**config.mk**
```make
export PLATFORM = sky130hd
export DESIGN_NAME = hazard_stall_unit
export DESIGN_NICKNAME = d
export VERILOG_FILES = /design/src/rtl/hazard_stall_unit.sv
export SDC_FILE = /design/constraint.sdc
export NUM_CORES = 1
export LEC_CHECK = 0
export BUFFER_PORTS_ARGS = -buffer_cell sky130_fd_sc_hd__buf_4
export CORE_ASPECT_RATIO = 1.5
export CORE_UTILIZATION = 49
export DETAILED_ROUTE_END_ITERATION = 7
export HOLD_SLACK_MARGIN = 0.02
export PLACE_DENSITY = 0.76
export SLEW_MARGIN = 20
export SYNTH_ARGS = -nofsm -noshare
export SYNTH_HDL_FRONTEND = slang
export SYNTH_SLANG_ARGS = --single-unit
```
**constraint.sdc**
```tcl
create_clock -name clk -period 2.1 [get_ports clk]
set_input_delay 0.315 -clock clk [delete_from_list [all_inputs] [get_ports clk]]
set_output_delay 0.315 -clock clk [all_outputs]
set_load 0.02 [all_outputs]
```
**src/rtl/hazard_stall_unit.sv**
```systemverilog
// hazard_stall_unit: stall / bubble / flush control for the 5-stage MIPS pipeline.
// Resolves load-use hazards, taken branches and jumps, and multi-cycle data
// memory accesses; keeps saturating stall/flush statistics and a sticky
// memory-timeout error flag.
module hazard_stall_unit #(
    parameter int unsigned TIMEOUT = 255,
    parameter int unsigned CNT_W   = 16
) (
    input  logic             clk,
    input  logic             reset,
    input  logic [4:0]       IFIDRs,
    input  logic [4:0]       IFIDRt,
    input  logic             IFID_UsesRt,
    input  logic [4:0]       IDEXRt,
    input  logic             IDEX_MemRead,
    input  logic             BranchTaken,
    input  logic             JumpID,
    input  logic             mem_req,
    input  logic             mem_ready,
    output logic             PCWrite,
    output logic             IFIDWrite,
    output logic             IFID_Flush,
    output logic             IDEX_Bubble,
    output logic             EXMEM_Hold,
    output logic             mem_err,
    output logic [CNT_W-1:0] stall_cnt,
    output logic [CNT_W-1:0] flush_cnt
);

    localparam int unsigned WAIT_W = 16;

    typedef enum logic {
        RUN      = 1'b0,
        MEM_WAIT = 1'b1
    } state_t;

    state_t            state;
    logic [WAIT_W-1:0] wait_cnt;
    logic              mem_stall;
    logic              freeze;
    logic              load_use;
    logic              wait_last;

    // Hazard detection from the current inputs and the registered state
    always_comb begin
        mem_stall = mem_req & ~mem_ready;
        freeze    = (state == MEM_WAIT) | mem_stall;
        load_use  = IDEX_MemRead & (IDEXRt != 5'd0) &
                    ((IDEXRt == IFIDRs) | (IFID_UsesRt & (IDEXRt == IFIDRt)));
        // This MEM_WAIT cycle is the TIMEOUT-th one
        wait_last = (wait_cnt == WAIT_W'(TIMEOUT - 1));
    end

    // Pipeline controls by priority: reset, freeze, branch, load-use, jump
    always_comb begin
        PCWrite     = 1'b1;
        IFIDWrite   = 1'b1;
        IFID_Flush  = 1'b0;
        IDEX_Bubble = 1'b0;
        EXMEM_Hold  = 1'b0;
        if (reset) begin
            // Fill the front of the pipe with nops while reset is held
            PCWrite     = 1'b0;
            IFIDWrite   = 1'b0;
            IFID_Flush  = 1'b1;
            IDEX_Bubble = 1'b1;
        end else if (freeze) begin
            PCWrite    = 1'b0;
            IFIDWrite  = 1'b0;
            EXMEM_Hold = 1'b1;
        end else if (BranchTaken) begin
            IFID_Flush  = 1'b1;
            IDEX_Bubble = 1'b1;
        end else if (load_use) begin
            PCWrite     = 1'b0;
            IFIDWrite   = 1'b0;
            IDEX_Bubble = 1'b1;
        end else if (JumpID) begin
            IFID_Flush = 1'b1;
        end
    end

    // Memory-wait FSM, wait counter, sticky error and saturating statistics
    always_ff @(posedge clk) begin
        if (reset) begin
            state     <= RUN;
            wait_cnt  <= '0;
            mem_err   <= 1'b0;
            stall_cnt <= '0;
            flush_cnt <= '0;
        end else begin
            case (state)
                RUN: begin
                    wait_cnt <= '0;
                    if (mem_stall) begin
                        state <= MEM_WAIT;
                    end
                end
                MEM_WAIT: begin
                    wait_cnt <= wait_cnt + WAIT_W'(1);
                    if (mem_ready) begin
                        state <= RUN;
                    end else if (!mem_req || wait_last) begin
                        // Request dropped mid-access or access too slow
                        mem_err <= 1'b1;
                        state   <= RUN;
                    end
                end
                default: state <= RUN;
            endcase

            if (!PCWrite && (stall_cnt != '1)) begin
                stall_cnt <= stall_cnt + CNT_W'(1);
            end
            if (IFID_Flush && (flush_cnt != '1)) begin
                flush_cnt <= flush_cnt + CNT_W'(1);
            end
        end
    end

endmodule

```
### Word level (Yosys, flattened, before mapping)

Index checks and enable logic that the tools add are counted.

* flip-flop bits (word level): 50
* input port bits: 23
* output and inout port bits: 38
* logic and storage cells: 48

* add/sub/neg operators: 3
* equality and inequality tests: 5
* mux-type cells: 20
* bitwise operators: 8
* reduce and logical (&&, ||, !) cells: 7

Operators by type and width (count)
* $add 16x1->16 const B: 3
* $ne 16x16->1 const B: 2
* $pmux 16 s2: 1
* $mux 1: 18
* $eq 16x8->1 const B: 1
* $eq 5x5->1: 2
* $reduce_bool 5->1: 1
* $and 1x1->1: 4
* $reduce_and 3->1: 1
* $logic_and 1x1->1: 2
* $logic_not 1->1: 2
* $not 1->1: 2
* $or 1x1->1: 2
* $pmux 1 s2: 1
* $logic_or 1x1->1: 1

### Depth between registers and ports, before layout

Gate-level depths: netlist of run 1.

* depth after elaboration: 10
* depth in mapped cells: 9
* mapped depth without buffers: 7

### Worst setup path before layout of run 1

Ideal clock, no wire load.

* path kind: input to output
* from: input port IDEXRt[1]
* to: output port PCWrite
* arrival: 1.889 ns
* required time: 1.785 ns
* slack: -0.104 ns
* cell stages on the path: 8
* buffers on the path: 3
* cell sequence: or4_1 -> o21ai_2 -> nor2_2 -> a211o_4 -> clkinv_2 -> buf_6 -> buf_8 -> buf_4

* word-level cells in the longest chain between the ends: 8

Ends and longest elaborated chain
* start, declared: RTL line 14 `input logic [4:0] IDEXRt,`
* $eq 5x5->1: RTL line 49 `((IDEXRt == IFIDRs) | (IFID_UsesRt & (IDEXRt == IFIDRt)));`
* $and 1x1->1: RTL line 49
* $or 1x1->1: RTL line 49
* $and 1x1->1 (*): RTL line 48 `load_use = IDEX_MemRead & (IDEXRt != 5'd0) &`
* $mux 1 (*) (4 in series)
* end, declared: RTL line 20 `output logic PCWrite,`

Every way passes the cells marked *; elsewhere a longest branch is shown, timed or not.

### Worst setup path in the final report of run 1

* from: input port IDEXRt[4]
* to: output port PCWrite

* word-level cells in the longest chain between the ends: 8

Ends and longest elaborated chain
* $eq 5x5->1: RTL line 49
* $and 1x1->1: RTL line 49
* $or 1x1->1: RTL line 49
* $and 1x1->1 (*): RTL line 48
* $mux 1 (*): RTL line 74 `end else if (load_use) begin`
* $mux 1 (*): RTL line 71 `end else if (BranchTaken) begin`
* $mux 1 (*): RTL line 67 `end else if (freeze) begin`
* $mux 1 (*): RTL line 61 `if (reset) begin`

Marks and branches as above.

==> results of run 1 <==
[sequential cells by signal, summed over array words and instances (netlist names)]
register / cells
flush_cnt: 16
mem_err: 1
stall_cnt: 16
state: 1
wait_cnt: 16
[routing by layer]
layer / part of all wire (%) / wire length [um] / GRT usage (%) / up-vias
met4: 2.4 / 161 / 11.6 / 0
met3: 3.7 / 253 / 3.08 / 14
met2: 55 / 3740 / 46.8 / 68
met1: 39 / 2690 / 25.2 / 1329
li1: - / - / - / 1355
met5: 0 / 0 / 0 / -
[per-stage QoR]
stage | setup slack [ns] | hold WS, ns
floorplan | -0.0783 | 0.430
global placement | -0.211 | 0.440
global route | -0.0325 | 0.253
detailed placement | -0.274 | 0.452
CTS | 0.00206 | 0.249
finish | -0.00893 | 0.259
[cell usage after synthesis (6+ instances only)]
| cell type | n |
|---|---|
| and3_1 | 16 |
| inv_1 | 6 |
| o21ai_0 | 12 |
| or4_1 | 10 |
| clkbuf_1 | 8 |
| xor2_1 | 9 |
| dfxtp_1 | 50 |
| xnor2_1 | 11 |
| or3_1 | 9 |
| nor2_1 | 30 |
| a21oi_1 | 26 |
| nand3_1 | 19 |
| nand4_1 | 12 |
| o31ai_1 | 9 |
| nand2_1 | 22 |
[cell type report]
type | count | area share, %
clock buffer | 5 | 1.89
timing repair buffer | 97 | 21.4
inverter | 7 | 1.07
timing repair inverter | 1 | 0.241
multi-input combinational | 246 | 44.3
tap | 68 | 2.34
clock inverter | 3 | 1.10
sequential | 50 | 27.6
[worst max-delay path by stage]
stage / start / end / slack (ns) / cells after the start
floorplan: IDEXRt[1] / PCWrite / -0.08 / 8
global placement: IDEXRt[1] / flush_cnt[10] / -0.21 / 7
detailed placement: IDEXRt[1] / flush_cnt[10] / -0.27 / 7
CTS: IDEXRt[1] / stall_cnt[2] / 0.002 / 9
global route: IDEXRt[4] / PCWrite / -0.03 / 7
finish: IDEXRt[4] / PCWrite / -0.009 / 7
[worst register-to-register path, cell delays in order, from the launching register on]
cell and delay, ns:
dfxtp_1 0.32, and4_1 0.21, and2_1 0.19, and3_1 0.21
and3_1 0.20, buf_12 0.16, or4_1 0.50, a21oi_2 0.15
[placed cells by master (no fill, tap or decap), types with 3 or more instances in the layout]
cell type  count
a21oi_1       24
nor2b_1        5
o21ai_0       12
nor4_2         3
dfxtp_1       48
and3_1        16
o41ai_1        3
xnor2_1       11
or3_1          9
nand2_1       22
nand4_1       12
and4_1         3
nor2_1        30
nor3_1         4
or4_1          9
o31ai_1        9
buf_8          3
clkbuf_8       5
buf_4         89
mux2_4         4
buf_6          4
inv_1          6
o311ai_0       3
or2_2          3
xor2_1         9
ha_1           4
a31oi_1        3
nand3_1       18
[cell families (layout without fill, tap and decap cells)]
group | Yosys count | count (layout) | share of synthesized area (%)
flops | 50 | 50 | 37.2
buf+inv | 22 | 113 | 4.37
mux | 5 | 5 | 2.51
fa+ha+maj | 4 | 4 | 1.86
compound gates | 71 | 71 | 17.7
simple gates | 146 | 146 | 29.8
xor+xnor | 20 | 20 | 6.51
[report_power, final]
group | internal, mW | switching [mW]
sequential | 0.960 | 0.00948
combinational | 0.144 | 0.153
clock | 0.351 | 0.315
total | 1.45 | 0.478
[what timing repair did]
action,in CTS,in global routing
hold buffers,0,0
resized for setup,3,18
endpoints found under the setup margin,3,7
setup buffers,5,2
hold endpoints to repair,0,0
gates cloned,1,0
pin swaps,2,6
==> metrics.cfg, run 1 <==
[min_path]
worstHoldEndpoint = mem_err
hold-path-cell-count = 2
min_from = reset
hp-class = input pin to flop

[synth]
ys.warnings.count = 0
postSynthNetCount = 345
synth-edff-count = 0
post-synth-top-area-fraction_pct = 37.2
synth.cell_area_um2 = 2690
syn_area_per_cell_um2 = 8.46
ys.flop_type = dfxtp_1
synth_top_area_cell = dfxtp_1
synth_top_cells_by_area = dfxtp_1, a21oi_1, nor2_1
async_flop_share_pct = 0
synth-seq-area-share_pct = 37.2
number_of_distinct_standard_cells_referenced_by_the_synthesized_netlist = 52
synthCells = 318
synth_seq_cells = 50

[detailed_routing]
vias_per_cell = 5.80
detailedRoute.firstIterationViolations = 139
wl_per_cell_um = 14.4
post-route-drc-count = 0
via_count = 2766
route.final.wire_length_um = 6850
drt.antenna.violating_nets = 0
firstDrtPassIters = 4

[die]
num_rows = 32
ios = 61
start_util_pct = 51.7
die_height_um = 92.7
die_width_um = 62.5
total_die_area_um2 = 5790
placeableCoreArea_um2 = 5200

[final_layout]
instances_no_fill = 477
multi_input_area_um2 = 1610
n_antenna_cell = 0
areaGrowthSynthToFinish_pct = 35.1
fin_util_pct = 69.8
final_layout_size_suffix_gt1_share_pct = 32.8
seqCellArea_um2 = 1000
layout.cell_area.non_filler_um2 = 3630
final_nets = 435
nFillCells = 453

[grt]
grt_pass1_wl_um = 11500
globalRouteOverflowTotal = 0
first_global_vias = 2710
globalRouteTotalUtil_pct = 24.2
antenna_found_initial = 0
largest_net_degree_at_the_start_of_global_routing = 35

[setup_path]
worst_r2r_endpoint = stall_cnt[9]
crit_path_top_delay_cell = or4_4
r2r_cells = 7
reg2reg_setup_slack_ns = 0.11
criticalPathCategory = input pin to output pin
worst_path_dominant_cell_family = simple AND/OR/NAND/NOR gates
critical_path_peak_fanout = 5
critical_path_required_ns = 1.78
critical_path.reg2reg.startpoint = stall_cnt[5]
critical_path.startpoint_type = input pin
cpPeakStageDelay_ns = 0.54
setup.worst_path.end_class = output pin
crit_top_cell = buf_8
critical_path.cell_chain = buf_8 -> or4_4 -> o21ai_4 -> nor2_4 -> a211o_4 -> clkinv_8 -> buf_8
timing.critical_path.buf_inv = 3
timing.critical_path.arrival_ns = 1.79

[sta]
period_minus_slack_ns = 2.11
worst_clock_skew_ns = 0.00456
report.final.hold_viol_count = 0
slew_headroom_pct = 73.2
rsz0062_at_grt = yes
setup_viol = 2
post_route_worst_setup_slack_ns = -0.00893
maxClockFrequency_ghz = 0.474
setup_tns_ns = -0.0176
period_share_pct = 100
maxSlewViolCount = 0
timing_worst_slew_pin_value_ns = 0.398

[placed_design]
post-place-cells = 461
place.gp.congestion = 0.867
post_dp_cell_area_um2 = 3380
detailed_place_hpwl_um = 4670
port_buffers = 60

[clock_network]
cts_tree = done
clkSinkCount = 50
cts_inserted_buffers = 5
cts_max_path_buffers = 2
cts.htree.levels = 2
cts_root_buf = clkbuf_8
insertion_delay_ns = 0.30
worst_setup_hold_path_clk_slew_ns = 0.09

[power_and_ir_drop]
power.density_nw_per_um2 = 532
static-leakage-power_nw = 1.47
post-layout-total-power_mw = 1.93
max-vdd-ir-drop_mv = 0.359

[status]
outcome = finished, violations left
failing_checks = negative setup slack

[flow_run]
cap_violations = 0

Note: power is estimated with default switching activity, not from simulation.
==> run 2, diff against run 1 <==
--- a/config.mk
+++ b/config.mk
@@ -7,10 +7,10 @@
 export LEC_CHECK = 0
 export BUFFER_PORTS_ARGS = -buffer_cell sky130_fd_sc_hd__buf_4
 export CORE_ASPECT_RATIO = 1.5
-export CORE_UTILIZATION = 49
+export CORE_UTILIZATION = 54
 export DETAILED_ROUTE_END_ITERATION = 7
 export HOLD_SLACK_MARGIN = 0.02
-export PLACE_DENSITY = 0.76
+export PLACE_DENSITY = 0.8
 export SLEW_MARGIN = 20
 export SYNTH_ARGS = -nofsm -noshare
 export SYNTH_HDL_FRONTEND = slang
==> constraint.sdc (replaced) <==
create_clock -name clk -period 2.19 [get_ports clk]
set_input_delay 0.3285 -clock clk [delete_from_list [all_inputs] [get_ports clk]]
set_output_delay 0.3285 -clock clk [all_outputs]
set_load 0.02 [all_outputs]
==> metrics.cfg, run 2 (synthesis gave the netlist of run 1 again) <==
[min_path]
min_from = reset
hold-path-cell-count = 2
worstHoldEndpoint = flush_cnt[13]
hp-class = input pin to flop

[final_layout]
most_common_cell_after_layout_fill_and_taps_aside = buf_4
nFillCells = 405
final_layout_size_suffix_gt1_share_pct = 28.6
mostFrequentLayoutCells = buf_4, dfxtp_1, nor2_1, a21oi_1, nand2_1
reg.largest.list = flush_cnt x16, stall_cnt x16, wait_cnt x16
final_nets = 424
n_antenna_cell = 0
areaGrowthSynthToFinish_pct = 28.3

[detailed_routing]
post-route-drc-count = 0
drt.antenna.violating_nets = 0
route.final.wire_length_um = 6730
via_count = 2680
wl_per_cell_um = 14.5
firstDrtPassIters = 7
vias_per_cell = 5.78
detailedRoute.firstIterationViolations = 235

[grt]
largest_net_degree_at_the_start_of_global_routing = 32
globalRouteTotalUtil_pct = 26.6
first_global_vias = 2587
globalRouteOverflowTotal = 0
antenna_found_initial = 0
grt_pass1_wl_um = 11000

[power_and_ir_drop]
power.density_nw_per_um2 = 506
post-layout-total-power_mw = 1.75
max-vdd-ir-drop_mv = 0.444
static-leakage-power_nw = 1.38

[die]
die_width_um = 59.6
ios = 61
start_util_pct = 55.9
num_rows = 31
total_die_area_um2 = 5270
placeableCoreArea_um2 = 4810
die_height_um = 88.4

[sta]
hold_ws_ns = 0.269
slew_headroom_pct = 62.1
period_minus_slack_ns = 2.14
rsz0062_at_grt = no
maxClockFrequency_ghz = 0.468
setup_viol = 0
worst_clock_skew_ns = 0.00568
maxSlewViolCount = 0
report.final.hold_viol_count = 0
timing_worst_slew_pin_value_ns = 0.567
post_route_worst_setup_slack_ns = 0.0523
period_share_pct = 97.6

[flow_run]
cap_violations = 0

[setup_path]
worst_r2r_endpoint = stall_cnt[3]
criticalPathCategory = input pin to output pin
crit_top_cell = buf_4
critical_path.startpoint_type = input pin
critical_path.reg2reg.startpoint = stall_cnt[5]
timing.critical_path.arrival_ns = 1.81
reg2reg_setup_slack_ns = 0.14
cpPeakStageDelay_ns = 0.54
crit_path_top_delay_cell = or4_4
setup.worst_path.end_class = output pin
r2r_cells = 7
critical_path_peak_fanout = 11
critical_path_required_ns = 1.86
critical_path.cell_chain = buf_4 -> or4_4 -> o21ai_4 -> nor2_2 -> a211o_4 -> clkinv_8 -> buf_4

[clock_network]
cts_max_path_buffers = 2
worst_setup_hold_path_clk_slew_ns = 0.09
insertion_delay_ns = 0.31
clkSinkCount = 50
cts_inserted_buffers = 5
hold_buffers = 0
cts.htree.levels = 2
cts_tree = done
cts_root_buf = clkbuf_8

[placed_design]
detailed_place_hpwl_um = 5060
placement.setup.worst_slack_ns = -0.141
port_buffers = 60
place.gp.congestion = 0.839

[status]
outcome = finished clean

run 2: cell types whose count changed in the layout (fill, tap and decap cells not counted), sizes merged:
cell and change:
bufinv -1, clkinv -2, clkbuf +2, inv +1
buf -11
run 2: layout make-up:
type / count / area, um2 / area share [%]
clock buffer: 7 / 86.3 / 2.50
multi-input combinational: 246 / 1580 / 45.8
tap: 66 / 82.6 / 2.39
inverter: 7 / 38.8 / 1.12
sequential: 50 / 1000 / 29.0
clock inverter: 1 / 5.00 / 0.145
timing repair inverter: 1 / 8.76 / 0.254
timing repair buffer: 86 / 646 / 18.7
run 2: worst max-delay path: cells and delay by family:
family | cells | cell delay (ns)
and+or+nand+nor | 2 | 0.62
AOI/OAI and AO/OA | 2 | 0.54
buffers and inverters | 3 | 0.33
run 2: how the worst max path moves through the flow:
stage | start | end | slack, ns
2_1_floorplan | IDEXRt[1] | PCWrite | -0.02
3_3_place_gp | IDEXRt[1] | IFIDWrite | -0.11
3_5_place_dp | IDEXRt[1] | flush_cnt[7] | -0.14
4_1_cts | IDEXRt[1] | IFIDWrite | 0.001
5_1_grt | IDEXRt[1] | IFIDWrite | 0.01
6_report | IDEXRt[1] | IFIDWrite | 0.05
run 2: report_power, final:
group          switching, mW  total (mW)  internal [mW]
combinational          0.139       0.259          0.121
clock                  0.303       0.558          0.255
sequential           0.00816       0.927          0.919
total                  0.450        1.75           1.30
run 2: repair_timing:
action,4_1_cts,5_1_grt
endpoints found under the setup margin,2,2
resized for setup,2,1
buffers inserted,0,1
pin swaps,0,2
gates cloned,0,1
endpoints found under the hold margin,0,0
run 2: per-stage QoR:
stage                     instance area [um2]  setup TNS [ns]  instances  utilization [%]
after floorplan                          2700         -0.0153        318                -
after global placement                   3320          -0.951        454             69.1
after detailed placement                 3320           -1.84        454             69.1
after CTS                                3430               0        462             71.2
after global routing                     3450               0        464             71.7
final                                    3450               0        464             71.7
run 2: metal layers:
| layer | up-vias | GRT usage, % | routed length, um |
|---|---|---|---|
| li1 | 1340 | - | - |
| met1 | 1267 | 26.6 | 2580 |
| met2 | 58 | 51.9 | 3830 |
| met3 | 15 | 4.39 | 180 |
| met4 | 0 | 11.8 | 137 |
| met5 | - | 0 | 0 |
==> run 3, diff against run 2 <==
--- a/config.mk
+++ b/config.mk
@@ -10,6 +10,7 @@
 export CORE_UTILIZATION = 54
 export DETAILED_ROUTE_END_ITERATION = 7
 export HOLD_SLACK_MARGIN = 0.02
+export MAX_ROUTING_LAYER = met4
 export PLACE_DENSITY = 0.8
 export SLEW_MARGIN = 20
 export SYNTH_ARGS = -nofsm -noshare
==> metrics.cfg, run 3 (synthesis gave the netlist of run 1 again) <==
[setup_path]
critical_path_required_ns = 1.86
setup.worst_path.end_class = output pin
critical_path_peak_fanout = 11
timing.critical_path.arrival_ns = 1.81
critical_path.startpoint_type = input pin
criticalPathCategory = input pin to output pin

[clock_network]
cts_max_path_buffers = 2
cts_root_buf = clkbuf_8
cts.htree.levels = 2
cts_tree = done
insertion_delay_ns = 0.31
worst_setup_hold_path_clk_slew_ns = 0.09
hold_buffers = 0
clkSinkCount = 50
cts_inserted_buffers = 5

[sta]
period_share_pct = 97.6
rsz0062_at_grt = no
setup_viol = 0
slew_headroom_pct = 62.3
maxSlewViolCount = 0
report.final.hold_viol_count = 0
worst_clock_skew_ns = 0.00477
period_minus_slack_ns = 2.14
timing_worst_slew_pin_value_ns = 0.564
maxClockFrequency_ghz = 0.468

[final_layout]
final_layout_size_suffix_gt1_share_pct = 28.6
most_common_cell_after_layout_fill_and_taps_aside = buf_4
nFillCells = 405
fin_util_pct = 71.7
final_nets = 424
mostFrequentLayoutCells = buf_4, dfxtp_1, nor2_1, a21oi_1, nand2_1
seqCellArea_um2 = 1000
areaGrowthSynthToFinish_pct = 28.3
layout.cell_area.non_filler_um2 = 3450
reg.largest.list = flush_cnt x16, stall_cnt x16, wait_cnt x16
n_antenna_cell = 0
instances_no_fill = 464
multi_input_area_um2 = 1580

[detailed_routing]
firstDrtPassIters = 4
vias_per_cell = 5.77
drt.antenna.violating_nets = 0
post-route-drc-count = 0
detailedRoute.firstIterationViolations = 180
route.final.wire_length_um = 6750
via_count = 2675
wl_per_cell_um = 14.6

[die]
die_width_um = 59.6
ios = 61
num_rows = 31
total_die_area_um2 = 5270
die_height_um = 88.4
placeableCoreArea_um2 = 4810
start_util_pct = 55.9

[status]
outcome = finished clean

[placed_design]
post_dp_cell_area_um2 = 3320
post-place-cells = 454
place.gp.congestion = 0.852
port_buffers = 60
detailed_place_hpwl_um = 5060

[power_and_ir_drop]
post-layout-total-power_mw = 1.74
switching_share_pct = 25.8
static-leakage-power_nw = 1.38
combPwrFrac_pct = 14.9
power.density_nw_per_um2 = 506
max-vdd-ir-drop_mv = 0.445
clock_power_share_pct = 32.0
internal_power_mw = 1.30
power.sequential.fraction_pct = 53.1
netSwitchingPower_mw = 0.449

[grt]
globalRouteOverflowTotal = 0
largest_net_degree_at_the_start_of_global_routing = 32
grt_pass1_wl_um = 10900
first_global_vias = 2591
antenna_found_initial = 0
globalRouteTotalUtil_pct = 27.3

[flow_run]
cap_violations = 0

[min_path]
hp-class = input pin to flop

run 3: cell counts in the layout (fill, tap and decap cells not counted):
No cell type changed its count.
run 3: layout make-up:
class                   count  area share, %
repair buffers             86           18.7
flip-flops and latches     50           29.0
multi-input cells         246           45.8
inverters                   7           1.12
repair inverters            1          0.254
well taps                  66           2.39
clock buffers               7           2.50
clock inverters             1          0.145
run 3: stage by stage:
| step | TNS, ns | setup WS, ns | hold WS (ns) |
|---|---|---|---|
| after floorplan | -0.0153 | -0.0153 | 0.430 |
| after global placement | -0.951 | -0.115 | 0.442 |
| after detailed placement | -1.84 | -0.141 | 0.451 |
| after CTS | 0 | 0.00150 | 0.268 |
| after global routing | 0 | 0.0139 | 0.283 |
| final | 0 | 0.0523 | 0.269 |
run 3: critical path, stage by stage:
cell	delay, ns
buf_4	0.11
or4_4	0.54
o21ai_4	0.16
nor2_2	0.08
a211o_4	0.38
clkinv_8	0.08
buf_4	0.14
run 3: power groups by stage:
stage               registers (mW)  clock network (mW)  logic [mW]
floorplan                    0.966                   0       0.122
global placement             0.948                   0       0.244
detailed placement           0.949                   0       0.250
CTS                          0.928               0.572       0.254
global route                 0.929               0.596       0.284
finish                       0.927               0.558       0.260
run 3: metal layers:
layer | share of wire, % | vias to the layer above | global-route usage, % | wire length [um]
li1 | - | 1341 | - | -
met1 | 38 | 1262 | 26.4 | 2590
met2 | 57 | 57 | 51.9 | 3850
met3 | 2.5 | 15 | 4.39 | 168
met4 | 2.0 | 0 | 11.8 | 138
met5 | 0 | - | - | 0
run 3: what timing repair did:
| item | CTS | global route |
|---|---|---|
| pin swaps | 0 | 2 |
| gates cloned | 0 | 1 |
| setup endpoints to repair | 2 | 2 |
| buffers inserted | 0 | 1 |
| gates resized for setup | 2 | 1 |
run 3: path summary, 6_finish.rpt:
check | startpoint | to | slack [ns] | cells after the start
max | IDEXRt[1] | IFIDWrite | 0.05 | 7
min reg2reg | wait_cnt[0] | wait_cnt[0] | 0.47 | 1
max reg2reg | stall_cnt[5] | stall_cnt[3] | 0.13 | 7
min | reset | flush_cnt[13] | 0.27 | 2
